## src/rtl/mcycle_pkg.sv

```systemverilog
// Shared encodings for the multi-cycle multiply/divide unit.
package mcycle_pkg;

   // MCycleOp encoding: bit 1 selects divide, bit 0 selects signed.
   typedef enum logic [1:0] {
      OP_MULU = 2'b00,
      OP_MULS = 2'b01,
      OP_DIVU = 2'b10,
      OP_DIVS = 2'b11
   } op_e;

   typedef enum logic {
      IDLE = 1'b0,
      CALC = 1'b1
   } state_e;

endpackage

```

## src/rtl/mcycle_abs_neg.sv

```systemverilog
// Conditional two's-complement: y = neg ? -a : a.
module mcycle_abs_neg #(
   parameter int W = 32
) (
   input  logic [W-1:0] a,
   input  logic         neg,
   output logic [W-1:0] y
);

   // Negate on request; the most negative value maps onto itself, which
   // reads correctly as an unsigned magnitude.
   always_comb begin
      y = neg ? (~a + W'(1)) : a;
   end

endmodule

```

## src/rtl/mcycle_ext.sv

```systemverilog
// Multi-cycle signed/unsigned multiply and restoring divide, one bit per cycle.
module mcycle_ext
   import mcycle_pkg::*;
#(
   parameter int WIDTH = 32
) (
   input  logic             CLK,
   input  logic             RESETn,
   input  logic             Start,
   input  logic [1:0]       MCycleOp,
   input  logic [WIDTH-1:0] Operand1,
   input  logic [WIDTH-1:0] Operand2,
   output logic [WIDTH-1:0] Result1,
   output logic [WIDTH-1:0] Result2,
   output logic             Busy,
   output logic             Done,
   output logic             DivByZero
);

   localparam int CW = $clog2(WIDTH);
   localparam logic [CW-1:0] LAST = CW'(WIDTH - 1);

   state_e             state, state_d;
   op_e                op_q;
   logic [CW-1:0]      cnt;
   logic [2*WIDTH-1:0] acc, acc_nxt;
   logic [WIDTH-1:0]   bmag;
   logic               neg_q, neg_r, zero_q;

   logic               sgn1, sgn2, load, finish, is_mul;
   logic [WIDTH-1:0]   mag1, mag2;
   logic [WIDTH:0]     sum, shl, diff;
   logic               ge;
   logic [2*WIDTH-1:0] prod_fix;
   logic [WIDTH-1:0]   quot_fix, rem_fix;

   assign sgn1   = MCycleOp[0] & Operand1[WIDTH-1];
   assign sgn2   = MCycleOp[0] & Operand2[WIDTH-1];
   assign is_mul = (op_q == OP_MULU) || (op_q == OP_MULS);

   mcycle_abs_neg #(.W(WIDTH)) u_abs1 (.a(Operand1), .neg(sgn1), .y(mag1));
   mcycle_abs_neg #(.W(WIDTH)) u_abs2 (.a(Operand2), .neg(sgn2), .y(mag2));

   // Multiply and divide share one accumulator: the low half starts as the
   // multiplier (consumed LSB first) or the dividend (consumed MSB first),
   // so the Operand1 magnitude seeds it in both cases.
   always_comb begin
      sum  = {1'b0, acc[2*WIDTH-1:WIDTH]} + (acc[0] ? {1'b0, bmag} : '0);
      shl  = {acc[2*WIDTH-1:WIDTH], acc[WIDTH-1]};
      diff = shl - {1'b0, bmag};
      ge   = (shl >= {1'b0, bmag});
      if (is_mul) begin
         acc_nxt = {sum, acc[WIDTH-1:1]};
      end else begin
         acc_nxt = {(ge ? diff[WIDTH-1:0] : shl[WIDTH-1:0]), acc[WIDTH-2:0], ge};
      end
   end

   mcycle_abs_neg #(.W(2*WIDTH)) u_fixp (.a(acc_nxt), .neg(neg_q), .y(prod_fix));
   mcycle_abs_neg #(.W(WIDTH)) u_fixq (.a(acc_nxt[WIDTH-1:0]), .neg(neg_q), .y(quot_fix));
   mcycle_abs_neg #(.W(WIDTH)) u_fixr (.a(acc_nxt[2*WIDTH-1:WIDTH]), .neg(neg_r), .y(rem_fix));

   // Next-state logic: accept Start only when idle, finish on the last iteration.
   always_comb begin
      state_d = state;
      load    = 1'b0;
      finish  = 1'b0;
      case (state)
         IDLE: begin
            if (Start) begin
               load    = 1'b1;
               state_d = CALC;
            end
         end
         CALC: begin
            if (cnt == LAST) begin
               finish  = 1'b1;
               state_d = IDLE;
            end
         end
         default: state_d = IDLE;
      endcase
   end

   // State register.
   always_ff @(posedge CLK or negedge RESETn) begin
      if (!RESETn) begin
         state <= IDLE;
      end else begin
         state <= state_d;
      end
   end

   // Datapath registers and result write-back.
   always_ff @(posedge CLK or negedge RESETn) begin
      if (!RESETn) begin
         op_q      <= OP_MULU;
         cnt       <= '0;
         acc       <= '0;
         bmag      <= '0;
         neg_q     <= 1'b0;
         neg_r     <= 1'b0;
         zero_q    <= 1'b0;
         Result1   <= '0;
         Result2   <= '0;
         Busy      <= 1'b0;
         Done      <= 1'b0;
         DivByZero <= 1'b0;
      end else begin
         Done <= 1'b0;
         if (load) begin
            op_q   <= op_e'(MCycleOp);
            cnt    <= '0;
            acc    <= {{WIDTH{1'b0}}, mag1};
            bmag   <= mag2;
            neg_q  <= sgn1 ^ sgn2;
            neg_r  <= sgn1;
            zero_q <= MCycleOp[1] && (Operand2 == '0);
            Busy   <= 1'b1;
         end else if (state == CALC) begin
            acc <= acc_nxt;
            cnt <= cnt + CW'(1);
            if (finish) begin
               // With a zero divisor the remainder rebuilds the dividend
               // magnitude; re-signing it returns Operand1 as latched.
               if (is_mul) begin
                  Result1 <= prod_fix[WIDTH-1:0];
                  Result2 <= prod_fix[2*WIDTH-1:WIDTH];
               end else begin
                  Result1 <= zero_q ? '1 : quot_fix;
                  Result2 <= rem_fix;
               end
               DivByZero <= zero_q;
               Busy      <= 1'b0;
               Done      <= 1'b1;
            end
         end
      end
   end

endmodule

```

## config.mk

```make
export PLATFORM = sky130hd
export DESIGN_NAME = mcycle_ext
export DESIGN_NICKNAME = d
export VERILOG_FILES = /design/src/rtl/mcycle_pkg.sv /design/src/rtl/mcycle_abs_neg.sv /design/src/rtl/mcycle_ext.sv
export SDC_FILE = /design/constraint.sdc
export NUM_CORES = 1
export LEC_CHECK = 0
export BUFFER_PORTS_ARGS = -buffer_cell sky130_fd_sc_hd__buf_2
export CORE_MARGIN = 4
export CORE_UTILIZATION = 60
export CTS_CLUSTER_DIAMETER = 60
export DETAILED_ROUTE_END_ITERATION = 7
export MAX_ROUTING_LAYER = met4
export PLACE_DENSITY = 0.8
export RECOVER_POWER = 50
export SETUP_SLACK_MARGIN = 0.3
export SLEW_MARGIN = 20
export SYNTH_ARGS = -nofsm -noshare
export SYNTH_HDL_FRONTEND = slang
export SYNTH_SLANG_ARGS = --single-unit
```

## constraint.sdc

```tcl
create_clock -name CLK -period 9.36 [get_ports CLK]
set_clock_uncertainty 0.1 [all_clocks]
set_input_delay 1.404 -clock CLK [delete_from_list [all_inputs] [get_ports CLK]]
set_output_delay 1.404 -clock CLK [all_outputs]
set_load 0.05 [all_outputs]
```

==> results of run 1 <==
cell usage after synthesis, types with 8 or more instances:
cell / number
nand2_1: 271
o21ai_0: 203
dfrtp_1: 173
nor2_1: 140
a21oi_1: 137
xnor2_1: 91
ha_1: 70
xor2_1: 62
clkbuf_1: 58
inv_1: 58
nor3_1: 49
and2_1: 45
mux2i_1: 34
nand3_1: 31
o211ai_1: 29
a31oi_1: 28
a21o_1: 23
a211oi_1: 22
nand4_1: 22
buf_2: 21
mux2_2: 20
o31ai_1: 20
a22o_1: 19
nor2b_1: 19
nor4_1: 19
or3_1: 17
nand2b_1: 15
buf_1: 13
or2_2: 12
and3_1: 10
buf_4: 10
o22a_1: 10
o21a_1: 9
o21ai_1: 9
o21bai_1: 8
o221ai_1: 8
o41ai_1: 8
or4_1: 8
area by class of cell:
type                    instances  area, um^2
multi-input cells            1600       10200
fillers                      2269        8580
flip-flops and latches        173        4330
repair buffers                150         744
clock buffers                  17         425
well taps                     330         413
inverters                      61         229
clock inverters                14         143
diodes                          2        5.00
registers in the layout (all words and copies together) (netlist names):
| name | cells |
|---|---|
| Busy | 1 |
| DivByZero | 1 |
| Done | 1 |
| Result1 | 32 |
| Result2 | 32 |
| acc | 64 |
| bmag | 32 |
| cnt | 5 |
| neg_q | 1 |
| neg_r | 1 |
| op_q | 1 |
| state | 1 |
| zero_q | 1 |
placed cells by master (no fill, tap or decap), types with 23 or more instances in the layout:
cell / synthesis / layout
nand2_1: 271 / 269
o21ai_0: 203 / 203
dfrtp_1: 173 / 171
nor2_1: 140 / 139
a21oi_1: 137 / 136
buf_2: 21 / 103
xnor2_1: 91 / 91
ha_1: 70 / 70
xor2_1: 62 / 62
inv_1: 58 / 58
nor3_1: 49 / 49
and2_1: 45 / 44
mux2i_1: 34 / 34
clkbuf_1: 58 / 33
nand3_1: 31 / 31
o211ai_1: 29 / 29
a31oi_1: 28 / 28
a21o_1: 23 / 23
worst max-delay path by stage:
stage                              to  slack [ns]     from  depth (start not counted)
after floorplan           Result2[28]        4.30  acc[55]                         24
after global placement    Result2[28]        3.83  acc[41]                         20
after detailed placement  Result2[30]        3.78  acc[41]                         19
after CTS                 Result2[30]        3.77  acc[43]                         20
after global routing            state        2.13   RESETn                          2
final                           state        2.97   RESETn                          2
layer usage:
layer,vias to the layer above,global-route usage (%)
li1,7184,-
met1,7506,53.3
met2,933,53.5
met3,132,13.6
met4,0,11.2
met5,-,-
logic make-up (layout without fill, tap and decap cells):
kind of cell | Yosys count | in the layout
buf+inv | 165 | 242
compound gates | 626 | 626
xor+xnor | 153 | 153
fa+ha+maj | 72 | 72
other cells | 0 | 2
flops | 173 | 173
simple gates | 695 | 695
mux | 54 | 54
metrics by stage:
step	setup slack (ns)	instance area, um^2	utilization (%)	hold slack [ns]
after detailed placement	3.78	16000	63.7	0.357
final	2.97	16500	65.8	0.373
after global routing	2.13	16500	65.8	0.408
after CTS	3.77	16600	66.0	0.375
after floorplan	4.30	15200	-	0.363
after global placement	3.83	16000	63.7	0.349
==> impl_metrics.csv, run 1 <==
group,metric,value,unit
clock_tree,clk_path_buf_depth,2,
sta,timing.fmax,0.157,GHz
floorplanning,core,0.0251,mm^2
setup_path,rr_worst_depth,20,
setup_path,crit_path_end_kind,"asynchronous set/reset pin",
setup_path,r2r-start,"acc[39]",
detailed_routing,vias,15800,
yosys,synth-async-reset-ratio,100,%
cells_and_area,syn2layout_area_growth,8.47,%
placed_design,placed_cells,2314,
clock_tree,path_clk_slew,0.08,ns
detailed_routing,m1WireLength,22600,um
sta,tns,0,ns
clock_tree,cts_buffers,17,
yosys,ys_warn_count,0,
sta,max_slew.worst_pin.slew,3.56,ns
detailed_routing,drt_iter0_markers,2286,
clock_tree,post-cts-setup-buffers,0,
detailed_routing,drc_errors,0,
clock_tree,cts.sinks,173,
setup_path,worstSetupPathType,"in -> async",
detailed_routing,wirelength,54200,um
setup_path,crit_path_start_kind,"primary input",
run,drv_cap,2,
yosys,syn_area,0.0152,mm^2
yosys,synth-compound-area-share,26.5,%
placed_design,place.gp.congestion,1.07,
yosys,synth_top_cell_by_area,"dfrtp_1",
detailed_routing,dr.pass1.iters,7,
worst_hold_path,min_to,"Result2[9]",
setup_path,critical_path.most_common_cell,"clkbuf_1",
yosys,synth_mux_area_share,3.71,%
yosys,syn_inst,1938,
global_route,grt_first_pass_wirelength,83500,um
floorplanning,die_h,167,um
global_route,antenna_found_initial,0,
setup_path,worst-path-max-fanout,62,
floorplanning,initial_core_util,60.7,%
detailed_routing,wl_met3,7480,um
detailed_routing,top_layer,"met4",
sta,fin_crit,6.39,ns
floorplanning,die_area,0.0280,mm^2
global_route,grt_pass1_vias,14400,
detailed_routing,met2_wirelength,22200,um
worst_hold_path,min-delay-start,"Result2[9]",
detailed_routing,ant_nets,0,
yosys,synth_top_family_by_area,"compound AO/OA/AOI/OAI gates",
floorplanning,rows,58,
setup_path,critPathMaxStageDelay,2.60,ns
yosys,syn-num-nets,2079,
setup_path,path_delay_family,"buffers and inverters",
yosys,synth_edf_count,0,
yosys,synthAdderAreaFrac,6.01,%
detailed_routing,viasPerCell,6.71,
detailed_routing,wl_per_cell,23.1,um
yosys,yosys.area.top_type_share,28.4,%
yosys,synth_simple_gate_area_share,22.0,%
global_route,overflow,0,
cells_and_area,final_net_count,2144,
clock_tree,root_buffer,"clkbuf_16",
setup_path,r2r_setup_slack,3.60,ns
worst_hold_path,whs_path_depth,2,
placed_design,dp_hpwl,41300,um
sta,rsz0062_at_grt,"false",
clock_tree,cts_tree,"built",
setup_path,cp.required,8.74,ns
setup_path,path_cells,"clkbuf_1 -> clkbuf_1",
yosys,syn_avg_cell_area,7.86,um^2
clock_tree,worstSkewPairLatency,0.45,ns
clock_tree,cts_hold_buf,0,
cells_and_area,final_cells,2347,
clock_tree,cts_resized,0,
yosys,yosysSeqAreaShare,28.4,%
sta,setup_viol,0,
worst_hold_path,min_path_type,"reg -> reg",
placed_design,io_buffers,135,
sta,fin_crit_sh,68.3,%
setup_path,slowest_stage,"clkbuf_1",
sta,hold_viol,0,
yosys,synth_xor_area_share,8.79,%
sta,slew_viol_final,103,
outcome,outcome,"finished, violations left",
setup_path,arrival,5.77,ns
yosys,yosys.cell_types.count,103,
yosys,ys_ff_latch,173,
floorplanning,die_w,167,um
sta,max_slew_margin,-137,%
clock_tree,htreeDepth,4,
floorplanning,ioPinCount,136,
global_route,grt_max_degree,80,
cells_and_area,drive_above_1_share,10.7,%
yosys,synthTopCellsByArea,"dfrtp_1, nand2_1, o21ai_0",
global_route,grt_usage,38.6,%
setup_path,timing.rr.end,"Result2[30]",
outcome,failed_checks,"capacitance limit, slew limit",
setup_path,path_buf_inv,2,
yosys,ys.flop_type,"dfrtp_1",
Power of run 1 is left out: the tool's default activity adds up to more than one toggle a clock period on the data nets, which glitch-free logic cannot reach.
==> run 2, diff against run 1 <==
--- a/config.mk
+++ b/config.mk
@@ -5,13 +5,14 @@
 export SDC_FILE = /design/constraint.sdc
 export NUM_CORES = 1
 export LEC_CHECK = 0
+export ABC_AREA = 1
 export BUFFER_PORTS_ARGS = -buffer_cell sky130_fd_sc_hd__buf_2
 export CORE_MARGIN = 4
-export CORE_UTILIZATION = 60
+export CORE_UTILIZATION = 56
 export CTS_CLUSTER_DIAMETER = 60
 export DETAILED_ROUTE_END_ITERATION = 7
 export MAX_ROUTING_LAYER = met4
-export PLACE_DENSITY = 0.8
+export PLACE_DENSITY = 0.78
 export RECOVER_POWER = 50
 export SETUP_SLACK_MARGIN = 0.3
 export SLEW_MARGIN = 20
==> constraint.sdc (replaced) <==
create_clock -name CLK -period 5.7 [get_ports CLK]
set_clock_uncertainty 0.1 [all_clocks]
set_input_delay 0.855 -clock CLK [delete_from_list [all_inputs] [get_ports CLK]]
set_output_delay 0.855 -clock CLK [all_outputs]
set_load 0.05 [all_outputs]
==> run 2 against run 1 <==
- the flow still finishes with violations (capacitance limit, slew limit)
- worst hold slack better by 0.0042 ns
- core utilization down 3.8 points
- sequential cell count did not move
- final cell count grew 40%
- synthesized area increased by 12%
- first-iteration DRC count is 5.3% higher
- sequential share of layout area decreased by 2.8 points
- critical path type is now reg -> reg
==> impl_metrics.csv, run 2 <==
group,metric,value,unit
clock_tree,cts_tree,"built",
detailed_routing,wl_per_cell,20.1,um
yosys,ys_ff_latch,173,
yosys,synth_commonest_cells,"nand2_1, inv_1, nand3_1",
sta,fin_ws,0.345,ns
sta,max_slew_margin,-187,%
clock_tree,post-cts-setup-buffers,0,
sta,tns,0,ns
detailed_routing,ant_nets,0,
global_route,antenna_found_initial,1,
sta,max_slew.worst_pin.slew,4.30,ns
setup_path,critPathMaxStageDelay,1.84,ns
clock_tree,clk_path_buf_depth,2,
floorplanning,die_h,183,um
setup_path,crit_path_end_kind,"flop",
placed_design,dp_hpwl,51700,um
floorplanning,die_w,183,um
clock_tree,path_clk_slew,0.08,ns
clock_tree,cts_resized,0,
detailed_routing,dr.pass1.iters,8,
sta,setup_viol,0,
setup_path,worst-path-max-fanout,42,
yosys,synth_xor_area_share,3.38,%
floorplanning,rows,63,
yosys,synth-compound-area-share,13.8,%
sta,timing.fmax,0.187,GHz
global_route,grt_max_degree,88,
yosys,synth_edf_count,0,
placed_design,place.gp.congestion,1.10,
floorplanning,ioPinCount,136,
sta,fin_crit_sh,94.0,%
cells_and_area,final_cells,3276,
global_route,grt_first_pass_wirelength,102000,um
global_route,grt_usage,40.1,%
setup_path,path_buf_inv,3,
yosys,syn_avg_cell_area,6.13,um^2
cells_and_area,largest_register_ffs,64,
global_route,overflow,0,
yosys,syn_area,0.0171,mm^2
cells_and_area,fillers,2987,
yosys,synthAdderAreaFrac,5.35,%
placed_design,placed_cells,3242,
setup_path,slowest_stage,"clkinv_1",
yosys,synth_simple_gate_area_share,40.0,%
detailed_routing,drc_errors,0,
clock_tree,cts.sinks,173,
placed_design,dp_slack,1.15,ns
yosys,yosys.area.top_type_share,25.3,%
setup_path,crit_path_start_kind,"flop",
yosys,synth_top_family_by_area,"simple AND/OR/NAND/NOR gates",
placed_design,io_buffers,135,
clock_tree,cts_hold_buf,0,
yosys,synth_top_cell_by_area,"dfrtp_1",
sta,fin_crit,5.36,ns
floorplanning,initial_core_util,57.3,%
clock_tree,htreeDepth,4,
setup_path,path_cells,"buf_4 -> nor2_2 -> clkbuf_1 -> clkinv_1 -> o22ai_1",
setup_path,cp.required,5.91,ns
sta,hold_viol,0,
floorplanning,die_area,0.0334,mm^2
yosys,yosysSeqAreaShare,25.3,%
setup_path,worstSetupPathType,"reg -> reg",
setup_path,path_delay_family,"buffers and inverters",
yosys,synth-async-reset-ratio,100,%
global_route,grt_pass1_vias,18400,
yosys,ys.flop_type,"dfrtp_1",
sta,rsz0062_at_grt,"false",
yosys,synthTopCellsByArea,"dfrtp_1, nand2_1, inv_1",
cells_and_area,regMostFlops,"acc",
clock_tree,root_buffer,"clkbuf_16",
sta,slew_viol_final,168,
cells_and_area,drive_above_1_share,10.9,%
clock_tree,worstSkewPairLatency,0.47,ns
yosys,ys_warn_count,0,
cells_and_area,final_common_cell,"nand2_1",
setup_path,arrival,5.56,ns
floorplanning,core,0.0299,mm^2
yosys,syn-num-nets,2933,
worst_hold_path,min_path_type,"reg -> reg",
yosys,synth_mux_area_share,0,%
cells_and_area,syn2layout_area_growth,8.34,%
detailed_routing,vias,19600,
cells_and_area,final_cell_mix,"nand2_1, inv_1, nand3_1, nor2_1, o21ai_0",
detailed_routing,drt_iter0_markers,2408,
yosys,syn_inst,2792,
detailed_routing,viasPerCell,5.98,
outcome,outcome,"finished, violations left",
clock_tree,cts_buffers,17,
outcome,failed_checks,"capacitance limit, slew limit",
run,drv_cap,3,
detailed_routing,wirelength,65900,um
yosys,post-synth-top-count-cell,"nand2_1",
cells_and_area,final_net_count,3012,
yosys,yosys.cell_types.count,58,
[run 2: changes by cell type in the layout (fill, tap and decap cells not counted), sizes merged, moves of 23 or more]
cell and delta:
inv +362, a21o -23, nand2 +620, xnor2 -73, and2 -42, nand3 +230
a21oi -32, mux2i -34, o211ai -26, nor2 +116
[run 2: cell type report]
type / instances / area [um^2] / area share [%]
multi-input combinational: 2099 / 10700 / 57.7
clock inverter: 12 / 173 / 0.932
antenna: 2 / 5.00 / 0.0270
sequential: 173 / 4330 / 23.4
timing repair buffer: 152 / 776 / 4.19
tap: 390 / 488 / 2.63
inverter: 428 / 1610 / 8.68
clock buffer: 20 / 457 / 2.46
[run 2: worst paths after layout]
kind,start,to,slack (ns),cells past startpoint
max,state,acc[55],0.34,5
min,Result2[30],Result2[30],0.38,2
max reg2reg,state,acc[55],0.34,5
min reg2reg,Result2[30],Result2[30],0.38,2
max in group asynchronous,RESETn,Result1[14],1.09,1
min in group asynchronous,RESETn,acc[55],1.93,1
[run 2: kinds of logic after synthesis]
group | count (synthesis)
AND/OR/NAND/NOR | 1549
buffers and inverters | 520
AO/OA/AOI/OAI | 412
flip-flops | 173
adder cells (fa/ha/maj) | 72
XOR/XNOR | 66
[run 2: routing by layer]
layer	up-vias	routed length (um)	GRT usage [%]	share of wire, %
met3	215	6420	7.12	9.7
met5	-	0	-	0
met2	1143	29900	63.3	45
li1	9153	-	-	-
met4	0	3910	19.8	5.9
met1	9092	25600	49.8	39
[run 2: worst register-to-register path, cell delays in order, from the launching register on]
cell and delay, ns:
dfrtp_1 0.37, buf_4 0.24, nor2_2 0.11, clkbuf_1 1.75, clkinv_1 1.86, o22ai_1 0.78
[run 2: through the flow]
step / util, % / instance area, um^2 / hold slack, ns
3_5_place_dp: 60.1 / 17900 / 0.360
5_1_grt: 62.0 / 18500 / 0.400
2_1_floorplan: - / 17100 / 0.351
4_1_cts: 62.2 / 18600 / 0.378
3_3_place_gp: 60.1 / 17900 / 0.361
6_report: 62.0 / 18500 / 0.377
Power of run 2 is left out for the same reason.
